==> src/rtl/spi_sram_master_if.sv <==
// CPU-side memory port of the SPI SRAM bridge: request strobe, attributes, read data and status.
interface spi_sram_master_if #(
    parameter int ADDR_BITS = 24
);
    logic                 valid;
    logic                 memwrite;
    logic [1:0]           size;
    logic [ADDR_BITS-1:0] addr;
    logic [31:0]          wdata;
    logic [31:0]          rdata;
    logic                 busy;
    logic                 done;

    modport master (
        output valid, memwrite, size, addr, wdata,
        input  rdata, busy, done
    );

    modport slave (
        input  valid, memwrite, size, addr, wdata,
        output rdata, busy, done
    );
endinterface

==> src/rtl/spi_sram_master.sv <==
// SPI mode-0 initiator for 23LC1024-class serial SRAM: READ/WRITE command, address,
// then 1/2/4 data bytes, lowest address first.
module spi_sram_master #(
    parameter int CLK_DIV   = 2,
    parameter int ADDR_BITS = 24,
    parameter int CE_GAP    = 2
) (
    input  logic                clk,
    input  logic                reset,
    spi_sram_master_if.slave    bus,
    output logic                sclk,
    output logic                sram_ce,
    output logic                si,
    input  logic                so
);
    localparam int TXW  = 8 + ADDR_BITS + 32;
    localparam int DIVW = (CLK_DIV > 1) ? $clog2(CLK_DIV) : 1;
    localparam int GAPW = $clog2(CE_GAP + 1);

    typedef enum logic [2:0] {IDLE, CMD, ADDR, WDATA, RDATA, FINISH, GAP} state_t;

    state_t          state, next_phase;
    logic [DIVW-1:0] div_cnt;
    logic [5:0]      bit_cnt;
    logic [5:0]      data_bits;
    logic [5:0]      phase_len;
    logic [TXW-1:0]  tx_sr, tx_load;
    logic [31:0]     rx_sr, rx_word, wd_swap;
    logic [GAPW-1:0] gap_cnt;
    logic            is_write;
    logic            half_done, phase_last;

    // Data bytes go out byte0 first; unused trailing bytes are zeroed so si idles low.
    always_comb begin
        wd_swap = {bus.wdata[7:0], bus.wdata[15:8], bus.wdata[23:16], bus.wdata[31:24]};
        case (bus.size)
            2'b00:   wd_swap = wd_swap & 32'hFF00_0000;
            2'b01:   wd_swap = wd_swap & 32'hFFFF_0000;
            default: wd_swap = wd_swap;
        endcase
        if (!bus.memwrite) wd_swap = 32'h0;
        tx_load = {(bus.memwrite ? 8'h02 : 8'h03), bus.addr, wd_swap};
    end

    always_comb begin
        phase_len  = data_bits;
        next_phase = FINISH;
        case (state)
            CMD: begin
                phase_len  = 6'd8;
                next_phase = ADDR;
            end
            ADDR: begin
                phase_len  = 6'(ADDR_BITS);
                next_phase = is_write ? WDATA : RDATA;
            end
            default: ;
        endcase
    end

    assign half_done  = (div_cnt == DIVW'(CLK_DIV - 1));
    assign phase_last = (bit_cnt == phase_len - 6'd1);

    // First received byte sits highest in rx_sr; reorder so it lands in rdata[7:0].
    always_comb begin
        case (data_bits)
            6'd8:    rx_word = {24'h0, rx_sr[7:0]};
            6'd16:   rx_word = {16'h0, rx_sr[7:0], rx_sr[15:8]};
            default: rx_word = {rx_sr[7:0], rx_sr[15:8], rx_sr[23:16], rx_sr[31:24]};
        endcase
    end

    always_ff @(posedge clk) begin
        if (reset) begin
            state     <= IDLE;
            sclk      <= 1'b0;
            sram_ce   <= 1'b1;
            si        <= 1'b0;
            bus.busy  <= 1'b0;
            bus.done  <= 1'b0;
            bus.rdata <= 32'h0;
            gap_cnt   <= GAPW'(CE_GAP);
            div_cnt   <= '0;
            bit_cnt   <= '0;
            data_bits <= '0;
            tx_sr     <= '0;
            rx_sr     <= '0;
            is_write  <= 1'b0;
        end else begin
            case (state)
                IDLE: begin
                    if (bus.valid && gap_cnt >= GAPW'(CE_GAP)) begin
                        is_write  <= bus.memwrite;
                        data_bits <= (bus.size == 2'b00) ? 6'd8 :
                                     (bus.size == 2'b01) ? 6'd16 : 6'd32;
                        si        <= tx_load[TXW-1];
                        tx_sr     <= {tx_load[TXW-2:0], 1'b0};
                        rx_sr     <= '0;
                        sram_ce   <= 1'b0;
                        sclk      <= 1'b0;
                        bus.busy  <= 1'b1;
                        div_cnt   <= '0;
                        bit_cnt   <= '0;
                        state     <= CMD;
                    end
                end
                CMD, ADDR, WDATA, RDATA: begin
                    if (half_done) begin
                        div_cnt <= '0;
                        if (!sclk) begin
                            sclk <= 1'b1;
                            if (state == RDATA) rx_sr <= {rx_sr[30:0], so};
                        end else begin
                            // Falling edge: present the next bit a full half-period ahead.
                            sclk  <= 1'b0;
                            si    <= tx_sr[TXW-1];
                            tx_sr <= {tx_sr[TXW-2:0], 1'b0};
                            if (phase_last) begin
                                bit_cnt <= '0;
                                state   <= next_phase;
                            end else begin
                                bit_cnt <= bit_cnt + 6'd1;
                            end
                        end
                    end else begin
                        div_cnt <= div_cnt + DIVW'(1);
                    end
                end
                FINISH: begin
                    sclk     <= 1'b0;
                    si       <= 1'b0;
                    sram_ce  <= 1'b1;
                    bus.done <= 1'b1;
                    if (!is_write) bus.rdata <= rx_word;
                    gap_cnt  <= GAPW'(1);
                    state    <= GAP;
                end
                GAP: begin
                    bus.done <= 1'b0;
                    bus.busy <= 1'b0;
                    if (gap_cnt >= GAPW'(CE_GAP)) state <= IDLE;
                    else gap_cnt <= gap_cnt + GAPW'(1);
                end
                default: state <= IDLE;
            endcase
        end
    end
endmodule

==> src/flat_wrapper.sv <==
// flat-port wrapper written by rule: the top's interface ports become plain ports
module spi_sram_master_flat 
#(
    parameter int CLK_DIV   = 2,
    parameter int ADDR_BITS = 24,
    parameter int CE_GAP    = 2
)
  (clk, reset, sclk, sram_ce, si, so, bus_valid, bus_memwrite, bus_size, bus_addr, bus_wdata, bus_rdata, bus_busy, bus_done);
  spi_sram_master_if #(.ADDR_BITS(ADDR_BITS)) bus_i ();
  input  logic clk;
  input  logic reset;
  output logic sclk;
  output logic sram_ce;
  output logic si;
  input  logic so;
  input wire logic [$bits(bus_i.valid)-1:0] bus_valid;
  input wire logic [$bits(bus_i.memwrite)-1:0] bus_memwrite;
  input wire logic [$bits(bus_i.size)-1:0] bus_size;
  input wire logic [$bits(bus_i.addr)-1:0] bus_addr;
  input wire logic [$bits(bus_i.wdata)-1:0] bus_wdata;
  output wire logic [$bits(bus_i.rdata)-1:0] bus_rdata;
  output wire logic [$bits(bus_i.busy)-1:0] bus_busy;
  output wire logic [$bits(bus_i.done)-1:0] bus_done;
  assign bus_i.valid = bus_valid;
  assign bus_i.memwrite = bus_memwrite;
  assign bus_i.size = bus_size;
  assign bus_i.addr = bus_addr;
  assign bus_i.wdata = bus_wdata;
  assign bus_rdata = bus_i.rdata;
  assign bus_busy = bus_i.busy;
  assign bus_done = bus_i.done;
  spi_sram_master #(.CLK_DIV(CLK_DIV), .ADDR_BITS(ADDR_BITS), .CE_GAP(CE_GAP)) u_core (.clk(clk), .reset(reset), .bus(bus_i), .sclk(sclk), .sram_ce(sram_ce), .si(si), .so(so));
endmodule
==> config.mk <==
export PLATFORM = sky130hd
export DESIGN_NAME = spi_sram_master_flat
export DESIGN_NICKNAME = d
export VERILOG_FILES = /design/src/rtl/spi_sram_master_if.sv /design/src/rtl/spi_sram_master.sv /design/src/flat_wrapper.sv
export SDC_FILE = /design/constraint.sdc
export NUM_CORES = 1
export LEC_CHECK = 0
export ABC_AREA = 1
export BUFFER_PORTS_ARGS = -buffer_cell sky130_fd_sc_hd__buf_2
export CAP_MARGIN = 20
export CORE_MARGIN = 2
export CORE_UTILIZATION = 40
export CTS_CLUSTER_DIAMETER = 120
export DETAILED_ROUTE_END_ITERATION = 8
export PLACE_DENSITY_LB_ADDON = 0.25
export RECOVER_POWER = 50
export SETUP_SLACK_MARGIN = 0.2
export SYNTH_ARGS = -nofsm -noshare
export SYNTH_HDL_FRONTEND = slang
export SYNTH_SLANG_ARGS = --single-unit
==> constraint.sdc <==
create_clock -name clk -period 2.23 [get_ports clk]
set_input_delay 0.446 -clock clk [delete_from_list [all_inputs] [get_ports clk]]
set_output_delay 0.446 -clock clk [all_outputs]
set_load 0.05 [all_outputs]
---- After elaboration in Yosys (flattened, before gate mapping) ----
Cells that the tools add are included.
operators by class
  $add $sub $neg .......................... 4
  $lt $le $gt $ge ......................... 1
  eq/ne operators ......................... 18
  mux-type cells .......................... 45
  bitwise gates (word level) .............. 1
  reduce and logical (&&, ||, !) cells .... 20
operators with widths
  cell                   number
  $mux W64               3
  $mux W32               5
  $pmux W32 S2           2
  $pmux W64 S2           1
  $pmux W24 S2           1
  $mux W6                6
  $pmux W6 S2            2
  $mux W3                6
  $ne A2 B1 Y1 const B   6
  $pmux W3 S4            1
  $reduce_and A2 Y1      6
  $reduce_and A5 Y1      2
  $eq A3 B3 Y1 const B   3
  $mux W1                9
  $pmux W1 S2            4
  $reduce_and A4 Y1      2
  $reduce_bool A2 Y1     4
  $add A6 B1 Y6 const B  1
  $eq A3 B2 Y1 const B   2
  $eq A6 B4 Y1 const B   1
  $eq A6 B5 Y1 const B   1
  $eq A6 B6 Y1           1
  $pmux W1 S3            2
  $pmux W3 S2            1
  other kinds (16)       17
storage, ports and cells
  bits in registers ....................... 152
  bits of input ports ..................... 63
  output and inout bits ................... 37
  logic and storage cells ................. 103

---- Longest topological paths before layout ----
  depth after elaboration ................. 8
  depth in mapped cells ................... 18
  mapped depth without buffers ............ 18

---- Least setup slack after synthesis ----
No wires, ideal clock.
  path type ............................... reg2reg
  from .................................... register u_core.state[1]
  to ...................................... register u_core.state[1]
  library setup time ...................... 132 ps
  arrival ................................. 1739 ps
  data required time ...................... 2098 ps
  setup slack ............................. 358 ps
  cell stages (with the launch flop) ...... 17
  path buffers ............................ 0
  clock period less this slack ............ 1872 ps
  path through ............................ dfxtp_1 inv_1 nand2_2 nand3_4 nand2_1 inv_1 ha_1 nand2_1 nand2_1 nor2_1 nand2_1 nor2_1 nand2_1 nand2_1 nand2_1 nand2_1 a21oi_1
between the ends
  word-level cells in the longest chain between the ends .. 6
  elaborated cells between the ends (all ways) .. 22
  those cells by class .................... add/sub (1); eq/ne (12); mux (6); reduce/logical (3)
ends and longest elaborated chain
  what                                                        line                                           source
  start, declared                                             spi_sram_master.sv:22                          state_t state, next_phase;
  start signal, assigned                                      spi_sram_master.sv:120                         state <= next_phase;
  $eq A3 B2 Y1 or $eq A3 B1 Y1 (tied branches)                spi_sram_master.sv:48, spi_sram_master.sv:90
  $pmux W6 S2 or $pmux W3 S2 (tied branches)                  spi_sram_master.sv:48                          case (state)
  $sub A6 B1 Y6 or $mux W3 (tied branches)                    spi_sram_master.sv:62, spi_sram_master.sv:118
  $eq A6 B6 Y1 or $mux W3 (tied branches)                     spi_sram_master.sv:62, spi_sram_master.sv:110
  $ne A2 B1 Y1 (no line) or $mux W3 (tied branches)           --
  $reduce_and A5 Y1 (no line) or $pmux W3 S4 (tied branches)  --
Parallel ways exist; a longest one is shown, timed or not. The select of a mux whose other input is x is not followed.
A chain may end at the register's enable or synchronous reset.

---- Worst setup path after layout ----
  from .................................... register u_core.gap_cnt[0]
  to ...................................... register u_core.tx_sr[46]
between the ends
  word-level cells in the longest chain between the ends .. 4
ends and longest elaborated chain
  what                         line                    source
  start, declared              spi_sram_master.sv:29   logic [GAPW-1:0] gap_cnt;
  start signal, assigned       spi_sram_master.sv:82   gap_cnt <= GAPW'(CE_GAP);
  start signal, assigned       spi_sram_master.sv:142  else gap_cnt <= gap_cnt + GAPW'(1);
  $ge A2 B2 Y1                 spi_sram_master.sv:92   if (bus.valid && gap_cnt >= GAPW'(CE_GAP)) begin
  $logic_and A1 B1 Y1          spi_sram_master.sv:92
  $ne A2 B1 Y1 (no line)       --
  $reduce_and A4 Y1 (no line)  --
  end signal, assigned         spi_sram_master.sv:97   tx_sr <= {tx_load[TXW-2:0], 1'b0};
  end signal, assigned         spi_sram_master.sv:117  tx_sr <= {tx_sr[TXW-2:0], 1'b0};
  end, declared                spi_sram_master.sv:27   logic [TXW-1:0] tx_sr, tx_load;
No other way between the ends.

==> summary.txt <==
Timing
  – Fin crit period: 1.95 ns
  – Post-Route Skew: 0.00932 ns
  – Setup Total Neg Slack: 0 ns
  – Worst Hold Margin: 0.272 ns
  – Setup repair after global routing missed its margin: true
  – Hold Fails Final Rpt: 0
  – Max Clk Rate: 0.512 GHz
  – Measured slew at the worst slew-check pin: 0.654 ns
  – Max-slew headroom at the worst pin: 0.566
  – Final setup viols: 0
  – Fin crit share: 0.875
  – Number of max-slew violations in the final report: 0

Final layout
  – Filler Cell Count: 1497
  – Area growth from synthesis to final layout: 21.7%
  – Multi-input combinational cell area: 2910 um^2
  – Layout cells sized above 1: 0.175
  – Area of all sequential standard cells: 2970 um^2
  – Final cell utilization of the core: 0.499
  – # diodes: 0
  – Number of nets in the layout: 958
  – Non-Filler Instances: 1116

Floorplan
  – Std cell rows: 45
  – Initial core utilization: 0.410
  – Die area: 16700 um^2
  – IO Pins: 100
  – CORE AREA: 15300 um^2
  – Horizontal extent of the die: 129 um
  – Die Span Y: 129 um

Logic synthesis
  – Synth unique cells: 40
  – Fraction of synthesized cell area taken by the top area cell type: 0.474
  – Top-count cell post-synth: nand2_1
  – Mean cell area of the mapped netlist: 7.79 um^2
  – Top_reg_cell synth: dfxtp_1
  – Net Count, Synth: 869
  – Cell types with the highest counts after synthesis: nand2_1, dfxtp_1, nand3_1, a31oi_1, o21ai_0
  – Largest cells by area after synthesis: dfxtp_1, nand2_1, a31oi_1
  – Library cell with the largest summed area after synthesis: dfxtp_1
  – Cells after synthesis: 803
  – Async set-reset flop share out of synthesis: 0
  – FF+latch count, synth: 148
  – Cell area after synthesis: 6250 um^2
  – Number of enable flip-flop cells after synthesis: 0
  – Number of warnings reported in the yosys synthesis log: 0
  – Portion of the post-synthesis area used by sequential elements: 0.474

Setup path
  – Kind of capture point of the worst setup path: register
  – Critical path start-end classification: register to register
  – Crit Reg-Reg Endpoint: u_core.tx_sr[46]
  – Number of cell instances on the worst register-to-register path: 10
  – Critical path required time: 2.53 ns
  – Crit Reg-Reg Startpoint: u_core.gap_cnt[0]
  – Endpoint arrival time on the critical path: 2.25 ns
  – Critical Path Start Type: register
  – Crit path to: u_core.tx_sr[46]
  – Largest driver fanout on the critical path: 25
  – R2R Setup Slk: 0.28 ns
  – Crit path from: u_core.gap_cnt[0]

Power and ir drop
  – Switching share of power: 0.390
  – Portion of total power attributed to sequential cells: 0.354
  – Switching power: 0.00406 W
  – Leakage Power: 2.82 nW
  – Part of the power in combinational logic: 0.358
  – Internal power: 0.00635 W
  – Proportion of power drawn by the clock network: 0.288
  – Pwr/cell area: 1370 nW/um^2
  – Maximum VDD drop: 0.00100 V

Detailed routing
  – Remaining antenna violation count after routing: 0
  – Drt total wl: 15700 um
  – Number of remaining DRC errors: 0
  – Detailed-route via count: 5818
  – Routed WL per cell: 14.1 um
  – Initial DRC Count: 485
  – Via-to-Cell Ratio: 5.21
  – Number of search-and-repair iterations in the first detailed-routing pass: 5

Global route
  – Residual overflow from global routing: 0
  – Initial antenna violation count: 0
  – Pin count of the biggest net entering global routing: 58
  – Total Routing Usage GR: 0.191
  – First-pass GRT wire length: 25400 um
  – Vias in the first global route: 5188

Outcome
  – Status: finished clean

Hold path
  – Worst hold path type: input pin to register
  – Worst hold path depth: 3

CTS
  – Clock Tree Root: clkbuf_16
  – TritonCTS Buffers: 17
  – Cts hold-fix bufs: 0
  – Number of clock sinks: 148
  – TritonCTS clock tree: yes
  – Total number of H-tree levels: 4
  – Clock tree buffer depth: 2
  – Clock input transition at the sequential cells of the worst setup and hold paths: 0.07 ns
  – Clock latency at the later pin of the worst-skew pair: 0.43 ns

Job
  – Max-cap violation count: 0

Placement
  – Routability-driven placement congestion ratio: 0.806
  – Number of buffers inserted by port buffering: 99
  – Total instance count after detailed placement: 1072
  – Sum of net half-perimeters after detailed placement: 9790 um
-- final cells by class --
| cell class | instances | area share |
|---|---|---|
| Clock buffer | 17 | 0.0559 |
| Clock inverter | 15 | 0.0258 |
| Inverter | 33 | 0.0192 |
| Multi-Input combinational cell | 565 | 0.382 |
| Sequential cell | 148 | 0.391 |
| Tap cell | 211 | 0.0347 |
| Timing Repair Buffer | 126 | 0.0901 |
| Timing Repair inverter | 1 | 0.00115 |
-- flip-flops by register name, summed over array words and instances (netlist names), 2 cells and up --
register          count
u_core.data_bits      3
u_core.state          3
u_core.rx_sr         32
u_core.gap_cnt        2
u_core.bit_cnt        6
u_core.bus.rdata     32
u_core.tx_sr         63
-- repair_timing --
action                     CTS  global route
gates resized for setup      5            33
setup endpoints to repair    8            89
buffers inserted             0            11
gates cloned                 0             1
pin swaps                    0             9
-- power groups by stage --
| stage | clock [W] | sequential, W | combinational [W] |
|---|---|---|---|
| 2_1_floorplan | 0 | 0.00368 | 0.00277 |
| 3_3_place_gp | 0 | 0.00370 | 0.00339 |
| 3_5_place_dp | 0 | 0.00370 | 0.00340 |
| 4_1_cts | 0.00306 | 0.00366 | 0.00343 |
| 5_1_grt | 0.00318 | 0.00376 | 0.00417 |
| 6_report | 0.00300 | 0.00369 | 0.00373 |
-- kinds of logic after synthesis --
logic type	synth area share
xor+xnor	0.00420
fa+ha+maj	0.00600
compound gates	0.220
buf+inv	0.0718
flops	0.474
simple gates	0.225
-- cell usage in the layout, fill, tap and decap left out, drive strengths merged, types with 2 or more instances in the layout --
cell	synthesis	layout
a21oi	65	65
a22oi	22	22
clkbuf	25	57
nor2	45	45
nand3	77	77
a31oi	64	64
clkinv	0	6
a2bb2oi	2	2
dfxtp	148	148
inv	33	37
buf	32	86
o21ai	74	74
nor3	5	5
xor2	2	2
ha	3	3
nand2	196	196
clkinvlp	0	3
bufinv	0	3
a221oi	4	4
-- stage by stage --
step	power, W	instance area (um^2)	setup slack, ns
2_1_floorplan	0.00645	6250	0.358
4_1_cts	0.0102	7490	0.210
5_1_grt	0.0111	7610	0.0892
3_5_place_dp	0.00710	6860	0.117
3_3_place_gp	0.00709	6860	0.159
6_report	0.0104	7610	0.279
-- critical path, cell delays in order, from the launching register on --
cell	delay, ns
dfxtp_1	0.35
inv_1	0.05
ha_1	0.20
o21a_1	0.21
nor2_4	0.15
a21oi_2	0.08
nand2_4	0.15
clkinv_8	0.11
clkbuf_4	0.27
o21ai_0	0.20
a31oi_1	0.05
-- how the worst min path moves through the flow --
stage,from,endpoint,slack [ns]
finish,bus_size[0],u_core.data_bits[4],0.27
global route,bus_size[0],u_core.data_bits[4],0.28
CTS,bus_size[0],u_core.data_bits[4],0.25
detailed placement,u_core.gap_cnt[0],u_core.gap_cnt[0],0.45
global placement,u_core.sram_ce,u_core.sram_ce,0.44
floorplan,u_core.gap_cnt[0],u_core.gap_cnt[0],0.42
-- routing by layer --
layer | vias up | GRT usage | share of wire
li1 | 2973 | - | -
met1 | 2669 | 0.265 | 0.48
met3 | 21 | 0.0458 | 0.049
met4 | 0 | 0.0665 | 0.018
met5 | - | 0 | 0
met2 | 155 | 0.291 | 0.45
(Power assumes the default switching activity.)
